File: config.mk
export PLATFORM = sky130hd
export DESIGN_NAME = alarm_unit
export DESIGN_NICKNAME = d
export VERILOG_FILES = /design/src/rtl/alarm_unit.sv
export SDC_FILE = /design/constraint.sdc
export NUM_CORES = 1
export LEC_CHECK = 0
export ABC_AREA = 1
export BUFFER_PORTS_ARGS = -buffer_cell sky130_fd_sc_hd__clkbuf_2
export CAP_MARGIN = 30
export CORE_ASPECT_RATIO = 0.6
export CORE_MARGIN = 2
export CORE_UTILIZATION = 35
export CTS_CLUSTER_SIZE = 25
export DETAILED_ROUTE_END_ITERATION = 12
export PLACE_DENSITY = 0.59
export SLEW_MARGIN = 20
export SYNTH_ARGS = -nofsm -noshare
export SYNTH_HDL_FRONTEND = slang
export SYNTH_SLANG_ARGS = --single-unit
File: constraint.sdc
create_clock -name clk -period 1.6 [get_ports clk]
set_input_delay 0.16 -clock clk [delete_from_list [all_inputs] [get_ports clk]]
set_output_delay 0.16 -clock clk [all_outputs]
set_load 0.01 [all_outputs]
File: src/rtl/alarm_unit.sv
// Alarm stage: BCD alarm time register, match-edge detector, ring/snooze FSM and gated tone.
// Optional snooze support is compiled in when ALARM_SNOOZE_EN is defined.
module alarm_unit #(
    parameter int TONE_DIV    = 25000,
    parameter int RING_SECS   = 60,
    parameter int SNOOZE_SECS = 300
) (
    input  logic       clk,
    input  logic       clr,
    input  logic       tick,
    input  logic [3:0] s0,
    input  logic [3:0] s1,
    input  logic [3:0] m0,
    input  logic [3:0] m1,
    input  logic [3:0] h0,
    input  logic [3:0] h1,
    input  logic       arm,
    input  logic       set_en,
    input  logic       set_sel,
    input  logic       set_inc,
    input  logic       stop,
    input  logic       snooze,
    output logic [3:0] al_m0,
    output logic [3:0] al_m1,
    output logic [3:0] al_h0,
    output logic [3:0] al_h1,
    output logic       ringing,
    output logic       speaker
);

    localparam int TW = $clog2(TONE_DIV + 1);
    localparam int RW = $clog2(RING_SECS + 1);

    typedef enum logic [1:0] {IDLE, RINGING, SNOOZE} state_t;

    state_t          state, state_n;
    logic            match_now, match_p0, match_p1, fire;
    logic            ring_expire, snooze_act, snooze_expire;
    logic            enter_ring, stay_ring;
    logic [RW-1:0]   ring_cnt;
    logic [TW-1:0]   tone_cnt;
    logic            tone, gate;

    // Minutes wrap 59 -> 00 without touching the hours.
    function automatic logic [7:0] min_inc(input logic [3:0] t, input logic [3:0] u);
        logic [7:0] r;
        if (u == 4'd9) begin
            r[3:0] = 4'd0;
            r[7:4] = (t == 4'd5) ? 4'd0 : t + 4'd1;
        end else begin
            r = {t, u + 4'd1};
        end
        return r;
    endfunction

    function automatic logic [7:0] hr_inc(input logic [3:0] t, input logic [3:0] u);
        logic [7:0] r;
        if (t == 4'd2 && u == 4'd3)
            r = 8'h00;
        else if (u == 4'd9)
            r = {t + 4'd1, 4'd0};
        else
            r = {t, u + 4'd1};
        return r;
    endfunction

    assign match_now = (h1 == al_h1) && (h0 == al_h0) && (m1 == al_m1) && (m0 == al_m0) &&
                       (s1 == 4'd0) && (s0 == 4'd0) && arm && !set_en;
    assign fire        = match_p0 && !match_p1;
    assign ring_expire = tick && (ring_cnt == RW'(RING_SECS - 1));

`ifdef ALARM_SNOOZE_EN
    localparam int SW = $clog2(SNOOZE_SECS + 1);
    logic [SW-1:0] snooze_cnt;

    assign snooze_act    = (state == RINGING) && snooze;
    assign snooze_expire = (state == SNOOZE) && tick && (snooze_cnt == SW'(SNOOZE_SECS - 1));

    always_ff @(posedge clk) begin
        if (!clr)
            snooze_cnt <= '0;
        else if (state != SNOOZE)
            snooze_cnt <= '0;
        else if (tick)
            snooze_cnt <= snooze_cnt + SW'(1);
    end
`else
    logic snooze_unused;
    assign snooze_unused = snooze;
    assign snooze_act    = 1'b0;
    assign snooze_expire = 1'b0;
`endif

    // Priority: arm=0 > stop > snooze > counter expiry.
    always_comb begin
        state_n = state;
        case (state)
            IDLE:    if (arm && fire) state_n = RINGING;
            RINGING: begin
                if (!arm || stop)     state_n = IDLE;
                else if (snooze_act)  state_n = SNOOZE;
                else if (ring_expire) state_n = IDLE;
            end
            SNOOZE: begin
                if (!arm || stop)       state_n = IDLE;
                else if (snooze_expire) state_n = RINGING;
            end
            default: state_n = IDLE;
        endcase
    end

    assign enter_ring = (state != RINGING) && (state_n == RINGING);
    assign stay_ring  = (state == RINGING) && (state_n == RINGING);

    always_ff @(posedge clk) begin
        if (!clr) begin
            al_h1    <= 4'd0;
            al_h0    <= 4'd7;
            al_m1    <= 4'd0;
            al_m0    <= 4'd0;
            match_p0 <= 1'b0;
            match_p1 <= 1'b0;
            state    <= IDLE;
            ringing  <= 1'b0;
            ring_cnt <= '0;
            tone_cnt <= '0;
            tone     <= 1'b0;
            gate     <= 1'b0;
        end else begin
            if (set_en && set_inc) begin
                if (!set_sel) {al_m1, al_m0} <= min_inc(al_m1, al_m0);
                else          {al_h1, al_h0} <= hr_inc(al_h1, al_h0);
            end
            // ---- stage p0: sample match; stage p1: previous match for edge detect ----
            match_p0 <= match_now;
            match_p1 <= match_p0;
            state    <= state_n;
            ringing  <= (state_n == RINGING);
            if (stay_ring) begin
                if (tick) begin
                    ring_cnt <= ring_cnt + RW'(1);
                    gate     <= ~gate;
                end
                if (tone_cnt == TW'(TONE_DIV - 1)) begin
                    tone_cnt <= '0;
                    tone     <= ~tone;
                end else begin
                    tone_cnt <= tone_cnt + TW'(1);
                end
            end else begin
                ring_cnt <= '0;
                tone_cnt <= '0;
                tone     <= 1'b0;
                gate     <= enter_ring;
            end
        end
    end

    assign speaker = tone && gate && ringing;

endmodule

==> summary.md, run 1 <==
| Metric | Value |
|---|---|
| Die H | `69.9 um` |
| Die Width | `114 um` |
| Post-route minimum period | `1.49 ns` |
| FF-to-FF End | `tone_cnt[10]` |
| Pwr dens | `760 nW/um^2` |
| Max-slew headroom | `75.9%` |
| Tcrit/Tclk final | `93.1%` |
| CP Cell Sequence | `ha_1 -> nand2_1 -> nor2_1 -> nand3b_1 -> xor2_1 -> nor2_4` |
| Synthesis Warnings | `0` |
| Crit. End Element | `register` |
| CP peak stage delay | `0.38 ns` |
| HPWL after DPL | `4760 um` |
| Synth Area in Adders | `2.97%` |
| Core Box Area | `6850 um^2` |
| Clk Latency, worst-skew pair | `0.29 ns` |
| Vias/cell | `4.51` |
| Port bufs | `49` |
| Synth cell types | `28` |
| FMAX | `671 MHz` |
| Seq pwr share | `48.1%` |
| Hold_sp | `tick` |
| Synth Area in XOR/XNOR | `8.30%` |
| Startpoint types | `register` |
| Placement Cell Area | `2900 um^2` |
| Io pins | `51` |
| Max_cap viols | `0` |
| Hold endpoint | `ring_cnt[1]` |
| Initial Utilization | `37.0%` |
| Remaining DRCs | `0` |
| # diodes | `0` |
| Mux share of post-synthesis cell area | `0%` |
| Vias | `2,361` |
| Number of flops mapped to enable cells by yosys | `0` |
| DR iter-0 viols | `110` |
| GR Overflow Total | `0` |
| CP bufs+invs | `0` |
| Logic pwr share | `7.3%` |
| Hold Path Stages | `3` |
| Post-cts hold buffer count | `0` |
| R2R Setup Slk | `0.11 ns` |
| Root Buffer | `clkbuf_16` |
| Tightest Pin Transition | `0.360 ns` |
| Antenna violations before repair | `0` |
| Final WL | `5920 um` |
| Total power | `2.32 mW` |
| Complex-gate fraction of the synthesized area | `3.76%` |
| Number of global-route vias before repair | `2,160` |
| First-pass GRT wire length | `10,300 um` |
| Crit path from | `tone_cnt[0]` |
| Mapped Cells | `378` |
| Final Skew | `0.00526 ns` |
| Setup bufs post-CTS | `0` |
| Hold/Removal Path Class | `input pin to register` |
| Area Growth Syn to Fin | `20.5%` |
| RSZ-0062 raised after global routing | `no` |
| Area of the multi-input gates | `1400 um^2` |
| CP required | `1.78 ns` |
| Clk sink count | `44` |
| Filler instances | `717` |
| Switching pwr | `0.517 mW` |
| Worst path top cell family by delay | `simple AND/OR/NAND/NOR gates` |
| Leakage power | `1.36 nW` |
| Final hold violations | `0` |
| Largest net degree at the start of global routing | `13` |
| Commonest non-fill, non-tap cell in the layout | `nand2_1` |
| Slowest cell on crit path | `dfxtp_1` |
| Die Area | `7950 um^2` |
| Switching power share of the total | `22.3%` |
| CTS tree | `done` |
| Setup TNS | `0 ns` |
| Synthesized net count | `417` |
| Sequential standard cell area | `881 um^2` |
| Share of layout cells above drive strength 1 | `19.9%` |
| Worst setup path class | `register to register` |
| Flop and latch count out of synthesis | `44` |
| Gpl congestion | `0.935` |
| Final Max Slew Viols | `0` |
| Cts repair resizes | `0` |
| Peak supply drop | `0.306 mV` |
| FF-to-FF Start | `tone_cnt[0]` |
| Clock tree buffer depth | `2` |
| Worst reg2reg path depth | `6` |
| Total global-route track usage | `16.4%` |
| Most frequent cells in the layout | `103 x nand2_1, 55 x inv_1, 53 x nor2_1, 49 x clkbuf_2, 44 x dfxtp_1` |
| Int Power | `1.80 mW` |
| Async SR Flop Fraction | `0%` |
| Post-route ant nets | `0` |
| Nets | `475` |
| Final Cell Area | `3050 um^2` |
| 1st-pass router iterations | `4` |
| Core Rows | `23` |
| Avg Synthesized Cell Area | `6.70 um^2` |
| Syn Std Cell Area | `2530 um^2` |
| TritonCTS Buffers | `5` |
| Clock transition at the registers of the reported paths | `0.06 ns` |
| Post-synth top flop | `dfxtp_1` |
| Clock share of power | `44.6%` |
| Combinational family with the most area after synthesis | `simple AND/OR/NAND/NOR gates` |
| CP arrival | `1.67 ns` |
| DR WL/cell | `11.3 um` |
| Setup-failing EPs final | `0` |
| CP Max Fanout | `5` |
| Status | `complete, no violations` |
| Register area share after synthesis | `34.8%` |
| Simple-Gate Fraction of Synth Area | `40.1%` |
| H-tree depth | `2` |
==> sequential cells by signal, summed over array words and instances (netlist names) <==
register,count
al_m0,4
ringing,1
tone,1
tone_cnt,15
state,2
al_h1,4
gate,1
al_h0,4
match_p1,1
ring_cnt,6
match_p0,1
al_m1,4
==> kinds of logic (layout without fill, tap and decap cells) <==
| group | after synthesis | after routing |
|---|---|---|
| buffers and inverters | 63 | 122 |
| adder cells (fa/ha/maj) | 6 | 6 |
| flip-flops | 44 | 44 |
| AND/OR/NAND/NOR | 223 | 223 |
| AO/OA/AOI/OAI | 18 | 18 |
| XOR/XNOR | 24 | 24 |
==> power by group through the flow <==
stage	Sequential, mW	Clock (mW)	Combinational (mW)
2_1_floorplan	1.14	0	0.0841
3_3_place_gp	1.14	0	0.167
3_5_place_dp	1.14	0	0.169
4_1_cts	1.11	1.07	0.170
5_1_grt	1.11	1.11	0.192
6_report	1.11	1.03	0.169
==> metrics by stage <==
stage               util, %  std cells  hold WS, ns  worst slack (ns)
finish                 44.5        524        0.193             0.111
global route           44.5        524        0.207           0.00694
CTS                    44.4        524        0.189            0.0895
detailed placement     42.3        516        0.426             0.102
global placement       42.3        516        0.424             0.119
floorplan                 -        378        0.300             0.282
==> synthesized netlist by cell type, types with 2 or more instances <==
cell type,instances,area (um^2)
inv_2,3,11.3
o21ai_0,4,20.0
nand4_1,11,68.8
nand3_1,28,140
nand2_1,103,387
nand2_2,4,25.0
xnor2_1,14,123
nor3_1,3,15.0
nor2_2,11,68.8
nor2_1,53,199
nor2_4,4,45.0
xor2_1,10,87.6
ha_1,6,75.1
nand3_4,2,35.0
dfxtp_1,44,881
inv_1,55,206
a21oi_1,12,60.1
==> worst max path at each step <==
| stage | endpoint | depth (start not counted) |
|---|---|---|
| 3_5_place_dp | tone_cnt[9] | 6 |
| 4_1_cts | tone_cnt[9] | 6 |
| 3_3_place_gp | tone_cnt[9] | 6 |
| 2_1_floorplan | tone_cnt[10] | 6 |
| 6_report | tone_cnt[10] | 6 |
| 5_1_grt | tone_cnt[10] | 6 |
==> metal layers <==
metal  vias to the layer above  global-route usage, %  wire (um)
met5                         -                      0          0
met4                         0                   5.28         83
met3                         7                   4.17        284
li1                       1284                      -          -
met2                        48                   21.9       2200
met1                      1022                   25.1       3350
==> tightest hold or removal path: cells and delay by family <==
kind,cells,cell delay (ns)
AOI/OAI and AO/OA,1,0.06
buffers and inverters,1,0.14
and+or+nand+nor,1,0.07
==> cell type report <==
type / count / area share (%)
inverters: 59 / 7.30
repair buffers: 55 / 9.52
flip-flops and latches: 44 / 28.9
clock buffers: 8 / 4.80
multi-input cells: 271 / 45.9
well taps: 87 / 3.57
Power figures use the tool's default switching activity.
==> run 2: changes to the inputs <==
--- a/config.mk
+++ b/config.mk
@@ -10,10 +10,10 @@
 export CAP_MARGIN = 30
 export CORE_ASPECT_RATIO = 0.6
 export CORE_MARGIN = 2
-export CORE_UTILIZATION = 35
+export CORE_UTILIZATION = 40
 export CTS_CLUSTER_SIZE = 25
 export DETAILED_ROUTE_END_ITERATION = 12
-export PLACE_DENSITY = 0.59
+export PLACE_DENSITY = 0.65
 export SLEW_MARGIN = 20
 export SYNTH_ARGS = -nofsm -noshare
 export SYNTH_HDL_FRONTEND = slang
==> run 2 against run 1 <==
Against the previous run: critical endpoint is now tone_cnt[9]; sequential power about the same; utilization increased by 4.6 points; register-to-register slack improved by 0.05 ns; cell count decreased by 0.95%; sequential share of layout area increased by 0.47 points; total power decreased by 7.0%; worst hold slack got worse by 0.026 ns; via count increased by 1.2%.
==> summary.md, run 2 (synthesis gave the netlist of run 1 again) <==
| Metric | Value |
|---|---|
| Leakage power | `1.34 nW (-1.7%)` |
| Max-slew headroom | `79.1% (+3.1 points)` |
| Final Max Slew Viols | `0 (unchanged)` |
| Number of global-route vias before repair | `2,158 (-0.093%)` |
| Final Skew | `0.0104 ns (+0.00518 ns)` |
| HPWL after DPL | `4660 um (-2.1%)` |
| Final hold violations | `0 (unchanged)` |
| Max_cap viols | `0 (unchanged)` |
| Total power | `2.16 mW (-7.0%)` |
| FF-to-FF End | `tone_cnt[9]` |
| CTS tree | `done` |
| FF-to-FF Start | `tone_cnt[0]` |
| FMAX | `693 MHz (+3.2%)` |
| CP endpoint | `tone_cnt[9]` |
| Peak supply drop | `0.360 mV (+18%)` |
| R2R Setup Slk | `0.16 ns (+0.05 ns)` |
| DR WL/cell | `11.2 um (-0.81%)` |
| RSZ-0062 raised after global routing | `no` |
| Root Buffer | `clkbuf_8` |
| Cells after DPL | `511 (-0.97%)` |
| Commonest non-fill, non-tap cell in the layout | `nand2_1` |
| CP arrival | `1.63 ns (-0.04 ns)` |
| Max reg flops | `15 (unchanged)` |
| Worst reg2reg path depth | `6 (unchanged)` |
| Switching pwr | `0.512 mW (-0.93%)` |
| Nets | `473 (-0.42%)` |
| Hold/Removal Path Class | `input pin to register` |
| Final WL | `5810 um (-1.8%)` |
| Switching power share of the total | `23.8% (+1.4 points)` |
| Core Rows | `22 (-4.3%)` |
| Share of layout cells above drive strength 1 | `20.5% (+0.55 points)` |
| Setup TNS | `0 ns (unchanged)` |
| Core Util, Final | `49.2% (+4.6 points)` |
| Worst setup margin | `0.156 ns (+0.0459 ns)` |
| Die H | `65.6 um (-6.1%)` |
| Clk sink count | `44 (unchanged)` |
| Total global-route track usage | `17.9% (+1.5 points)` |
| Die Width | `107 um (-6.2%)` |
| GR Overflow Total | `0 (unchanged)` |
| First-pass GRT wire length | `9890 um (-3.8%)` |
| Io pins | `51 (unchanged)` |
| Post-route ant nets | `0 (unchanged)` |
| Top Registers | `tone_cnt: 15 flops, ring_cnt: 6 flops` |
| Worst setup path class | `register to register` |
| Logic pwr share | `7.6% (+0.3 points)` |
| Pwr dens | `718 nW/um^2 (-5.6%)` |
| Seq pwr share | `51.6% (+3.5 points)` |
| Remaining DRCs | `0 (unchanged)` |
| DR iter-0 viols | `115 (+4.5%)` |
| CP Max Fanout | `11 (+6)` |
| Area Growth Syn to Fin | `18.7%` |
| 1st-pass router iterations | `4 (unchanged)` |
| Setup bufs post-CTS | `0 (unchanged)` |
| Status | `complete, no violations` |
| Largest net degree at the start of global routing | `16 (+3)` |
| Post-route minimum period | `1.44 ns (-0.0459 ns)` |
| CP required | `1.79 ns (about the same)` |
| TritonCTS Buffers | `5 (unchanged)` |
| Int Power | `1.64 mW (-8.7%)` |
| Vias | `2,390 (+1.2%)` |
| Crit path from | `tone_cnt[0]` |
| Clock share of power | `40.8% (-3.8 points)` |
| Clock transition at the registers of the reported paths | `0.09 ns (+0.03 ns)` |
| # diodes | `0 (unchanged)` |
| Tightest Pin Transition | `0.313 ns (-0.0466 ns)` |
| Antenna violations before repair | `0 (unchanged)` |
| Tcrit/Tclk final | `90.2% (-2.9 points)` |
| Port bufs | `49 (unchanged)` |
| Clock tree buffer depth | `2 (unchanged)` |
| Most frequent cells in the layout | `103 x nand2_1, 55 x inv_1, 52 x nor2_1, 49 x clkbuf_2, 43 x dfxtp_1` |
| Crit. End Element | `register` |
| Gpl congestion | `0.855 (-8.5%)` |
| Die Area | `7000 um^2 (-12%)` |
| Setup Slack @ Placement | `0.103 ns (+0.000521 ns)` |
| Most flops, register | `tone_cnt` |
| Setup-failing EPs final | `0 (unchanged)` |
| Cell Count, Final, Fillers Out | `519 (-0.95%)` |
| H-tree depth | `2 (unchanged)` |
| Clk Latency, worst-skew pair | `0.30 ns (about the same)` |
| Vias/cell | `4.61 (+2.2%)` |
| Core Box Area | `6110 um^2 (-11%)` |
| Initial Utilization | `41.4% (+4.5 points)` |
| Startpoint types | `register` |
run 2: cell count changes in the layout (fill, tap and decap cells not counted), moves of 2 or more:
cell	delta
clkbuf_8	+4
clkbuf_1	-2
buf_4	-2
clkinv_4	+2
clkbuf_16	-5
run 2: how the worst min path moves through the flow:
stage,cells past startpoint,from,end,slack [ns]
2_1_floorplan,2,tick,ring_cnt[1],0.30
3_3_place_gp,2,match_p0,match_p1,0.41
3_5_place_dp,2,match_p0,match_p1,0.42
4_1_cts,3,tick,ring_cnt[1],0.16
5_1_grt,3,tick,ring_cnt[1],0.18
6_report,3,tick,ring_cnt[1],0.17
run 2: worst max-delay path, stage by stage (launching register included):
cell	delay, ns
dfxtp_1	0.39
ha_1	0.23
nand3_1	0.11
nor2_1	0.19
nand2_1	0.13
nand2_4	0.20
nor2_1	0.07
run 2: layout make-up:
cell class,count,area [um^2]
inverter,59,223
fill,678,3110
tap,84,105
sequential,44,882
timing repair buffer,53,275
clock buffer,5,68.8
multi-input combinational,271,1400
clock inverter,3,47.5
run 2: metrics by stage:
step	hold slack (ns)	area (um^2)
global route	0.175	3000
floorplan	0.300	2530
global placement	0.415	2880
CTS	0.156	3000
finish	0.166	3000
detailed placement	0.418	2880
run 2: metal layers:
layer	vias up	GRT usage, %	routed length (um)
li1	1284	-	-
met5	-	0	0
met1	1032	26.9	3120
met2	69	25.4	2250
met4	0	5.36	48
met3	5	3.67	397
run 2: timing repair:
action / 4_1_cts / 5_1_grt
hold buffers: 0 / 0
endpoints found under the setup margin: 0 / 12
gates resized for setup: 0 / 3
run 2: power groups by stage:
stage | logic, mW | clock network (mW) | registers (mW)
detailed placement | 0.164 | 0 | 1.14
floorplan | 0.0841 | 0 | 1.14
global route | 0.186 | 0.956 | 1.11
global placement | 0.161 | 0 | 1.14
finish | 0.164 | 0.879 | 1.11
CTS | 0.165 | 0.905 | 1.11
==> run 3: changes to the inputs <==
--- a/config.mk
+++ b/config.mk
@@ -5,15 +5,15 @@
 export SDC_FILE = /design/constraint.sdc
 export NUM_CORES = 1
 export LEC_CHECK = 0
-export ABC_AREA = 1
 export BUFFER_PORTS_ARGS = -buffer_cell sky130_fd_sc_hd__clkbuf_2
 export CAP_MARGIN = 30
 export CORE_ASPECT_RATIO = 0.6
 export CORE_MARGIN = 2
 export CORE_UTILIZATION = 40
+export CTS_CLUSTER_DIAMETER = 30
 export CTS_CLUSTER_SIZE = 25
 export DETAILED_ROUTE_END_ITERATION = 12
-export PLACE_DENSITY = 0.65
+export PLACE_DENSITY = 0.66
 export SLEW_MARGIN = 20
 export SYNTH_ARGS = -nofsm -noshare
 export SYNTH_HDL_FRONTEND = slang
==> run 3 against run 2 <==
Against the previous run: total power is 2.3% lower; worst hold slack worse by 0.098 ns; non-clock buffer count is 11 higher; critical endpoint unchanged; highest routed layer unchanged.
==> summary.md, run 3 <==
| Metric | Value |
|---|---|
| Synth cell count leaders | `44 x dfxtp_1, 35 x nor2_1, 27 x xnor2_1` |
| Crit. End Element | `register` |
| Nets | `344 (-27%)` |
| Final Max Slew Viols | `0 (unchanged)` |
| Syn Std Cell Area | `2140 um^2 (-16%)` |
| Area Growth Syn to Fin | `24.9%` |
| Most frequent cells in the layout | `49 x clkbuf_2, 44 x dfxtp_1, 35 x nor2_1, 27 x xnor2_1, 15 x buf_4` |
| Leakage power | `1.03 nW (-23%)` |
| Register area share after synthesis | `41.2% (+6.4 points)` |
| Core Util, Final | `52.3% (+3.1 points)` |
| Worst setup margin | `0.108 ns (-0.0487 ns)` |
| Max_cap viols | `0 (unchanged)` |
| Final hold violations | `0 (unchanged)` |
| Max reg flops | `15 (unchanged)` |
| DR WL/cell | `13.0 um (+16%)` |
| Vias | `1,854 (-22%)` |
| Commonest non-fill, non-tap cell in the layout | `clkbuf_2` |
| Most frequent cell after synthesis | `dfxtp_1` |
| Root Buffer | `clkbuf_8` |
| CTS tree | `done` |
| Slowest cell on crit path | `dfxtp_1` |
| DR iter-0 viols | `63 (-45%)` |
| Post-cts hold buffer count | `0 (unchanged)` |
| Setup Slack @ Placement | `0.150 ns (+0.0470 ns)` |
| Core Rows | `20 (-9.1%)` |
| GR Overflow Total | `0 (unchanged)` |
| Largest net degree at the start of global routing | `16 (unchanged)` |
| Worst path top cell family by delay | `simple AND/OR/NAND/NOR gates` |
| Die Width | `98.3 um (-7.8%)` |
| Post-synth top flop | `dfxtp_1` |
| Io pins | `51 (unchanged)` |
| Avg Synthesized Cell Area | `8.97 um^2 (+34%)` |
| Top Registers | `tone_cnt: 15 flops, ring_cnt: 6 flops` |
| Post-route ant nets | `0 (unchanged)` |
| Worst setup path class | `register to register` |
| Synthesized net count | `277 (-34%)` |
| CP bufs+invs | `0 (unchanged)` |
| Port bufs | `49 (unchanged)` |
| Filler instances | `498 (-27%)` |
| Status | `complete, no violations` |
| Gpl congestion | `0.817 (-4.4%)` |
| CP peak stage delay | `0.36 ns (-0.03 ns)` |
| Clk Latency, worst-skew pair | `0.30 ns (about the same)` |
| # diodes | `0 (unchanged)` |
| Final Skew | `0.00793 ns (-0.00250 ns)` |
| Clock transition at the registers of the reported paths | `0.09 ns (about the same)` |
| TritonCTS Buffers | `5 (unchanged)` |
| Most flops, register | `tone_cnt` |
| Die H | `60.6 um (-7.7%)` |
| Tcrit/Tclk final | `93.3% (+3.0 points)` |
| Top cell type by total area after synthesis | `dfxtp_1` |
| Setup TNS | `0 ns (unchanged)` |
| Async SR Flop Fraction | `0% (unchanged)` |
| CP arrival | `1.69 ns (+0.06 ns)` |
| Post-route minimum period | `1.49 ns (+0.0487 ns)` |
| Flop and latch count out of synthesis | `44 (unchanged)` |
| Synth cell types | `39 (+39%)` |
| Tightest Pin Transition | `0.467 ns (+0.154 ns)` |
| CP Max Fanout | `15 (+4)` |
| CP Cell Sequence | `ha_1 -> and3_1 -> nand4_1 -> nand2b_4 -> nor2_1` |
| Total global-route track usage | `17.6% (-0.27 points)` |
| HPWL after DPL | `3520 um (-24%)` |
| Core Box Area | `5100 um^2 (-16%)` |
| Die Area | `5960 um^2 (-15%)` |
| Number of global-route vias before repair | `1,760 (-18%)` |
| First-pass GRT wire length | `8210 um (-17%)` |
| FMAX | `670 MHz (-3.3%)` |
| Max-slew headroom | `68.8% (-10 points)` |
| Synthesis Warnings | `0 (unchanged)` |
| H-tree depth | `2 (unchanged)` |
| Remaining DRCs | `0 (unchanged)` |
| 1st-pass router iterations | `4 (unchanged)` |
| CP required | `1.79 ns (about the same)` |
| Initial Utilization | `41.8% (+0.42 points)` |
| Synth top area cells | `dfxtp_1 41%, xnor2_1 11%, nor2_1 6.2%` |
| Mapped Cells | `238 (-37%)` |
| Number of flops mapped to enable cells by yosys | `0 (unchanged)` |
| Setup-failing EPs final | `0 (unchanged)` |
| Share of layout cells above drive strength 1 | `25.2% (+4.7 points)` |
| Vias/cell | `4.98 (+8.2%)` |
| Antenna violations before repair | `0 (unchanged)` |
| Clock tree buffer depth | `2 (unchanged)` |
| Hold/Removal Path Class | `input pin to register` |
| RSZ-0062 raised after global routing | `no` |
| Final WL | `4820 um (-17%)` |
| Clk sink count | `44 (unchanged)` |
| Synth top area share | `41.2% (+6.4 points)` |
| Peak supply drop | `0.404 mV (+12%)` |
| Pwr dens | `790 nW/um^2 (+10%)` |
| Startpoint types | `register` |
[run 3: cell types whose count changed after synthesis, moves of 7 or more]
cell	change
nor2_1	-18
nor4_1	+7
nand3_1	-19
nand2_1	-93
xnor2_1	+13
nor2_2	-11
inv_1	-46
[run 3: worst reg2reg max path, cell delays in order, from the launching register on]
cell and delay (ns):
dfxtp_1 0.36, ha_1 0.28, and3_1 0.22, nand4_1 0.21
nand2b_4 0.25, nor2_1 0.07
[run 3: worst paths after layout]
check	cells past startpoint	slack (ns)	from	endpoint
max reg2reg	5	0.11	tone_cnt[0]	tone_cnt[9]
min	2	0.07	stop	state[1]
min reg2reg	1	0.46	tone_cnt[0]	tone_cnt[0]
max	5	0.11	tone_cnt[0]	tone_cnt[9]
[run 3: power by group]
part           internal (mW)  switching, mW  total, mW
clock                  0.464          0.385      0.849
combinational         0.0734         0.0742      0.148
sequential              1.10        0.00825       1.11
total                   1.64          0.468       2.11
[run 3: metrics by stage]
stage	area (um^2)	power, mW	cells	hold slack [ns]
6_report	2670	2.11	372	0.0686
5_1_grt	2670	2.18	372	0.0735
4_1_cts	2660	2.13	372	0.0558
3_5_place_dp	2550	1.28	364	0.383
3_3_place_gp	2550	1.28	364	0.378
2_1_floorplan	2140	1.20	238	0.236
[run 3: logic make-up after synthesis]
logic type,synth area share (%)
xor+xnor,16.4
simple gates,26.8
buf+inv,2.64
fa+ha+maj,3.51
flops,41.2
compound gates,8.49
mux,0.937
[run 3: area by class of cell]
class | count | area (um^2) | area share [%]
clock buffers | 6 | 72.6 | 2.72
clock inverters | 2 | 35.0 | 1.31
inverters | 9 | 33.8 | 1.27
multi-input cells | 181 | 1200 | 45.2
flip-flops and latches | 44 | 881 | 33.0
well taps | 66 | 82.6 | 3.10
repair buffers | 64 | 358 | 13.4
[run 3: metal layers]
metal | vias to the layer above | global-route usage [%] | wire, um | share of wire, %
li1 | 971 | - | - | -
met2 | 34 | 25.6 | 1890 | 39
met3 | 4 | 4.61 | 264 | 5.5
met1 | 845 | 25.4 | 2610 | 54
met4 | 0 | 6.85 | 53 | 1.1
met5 | - | 0 | 0 | 0
[run 3: repair_timing]
item / in CTS / in global routing
endpoints found under the setup margin: 0 / 1
setup buffers: 0 / 0
resized for setup: 0 / 1
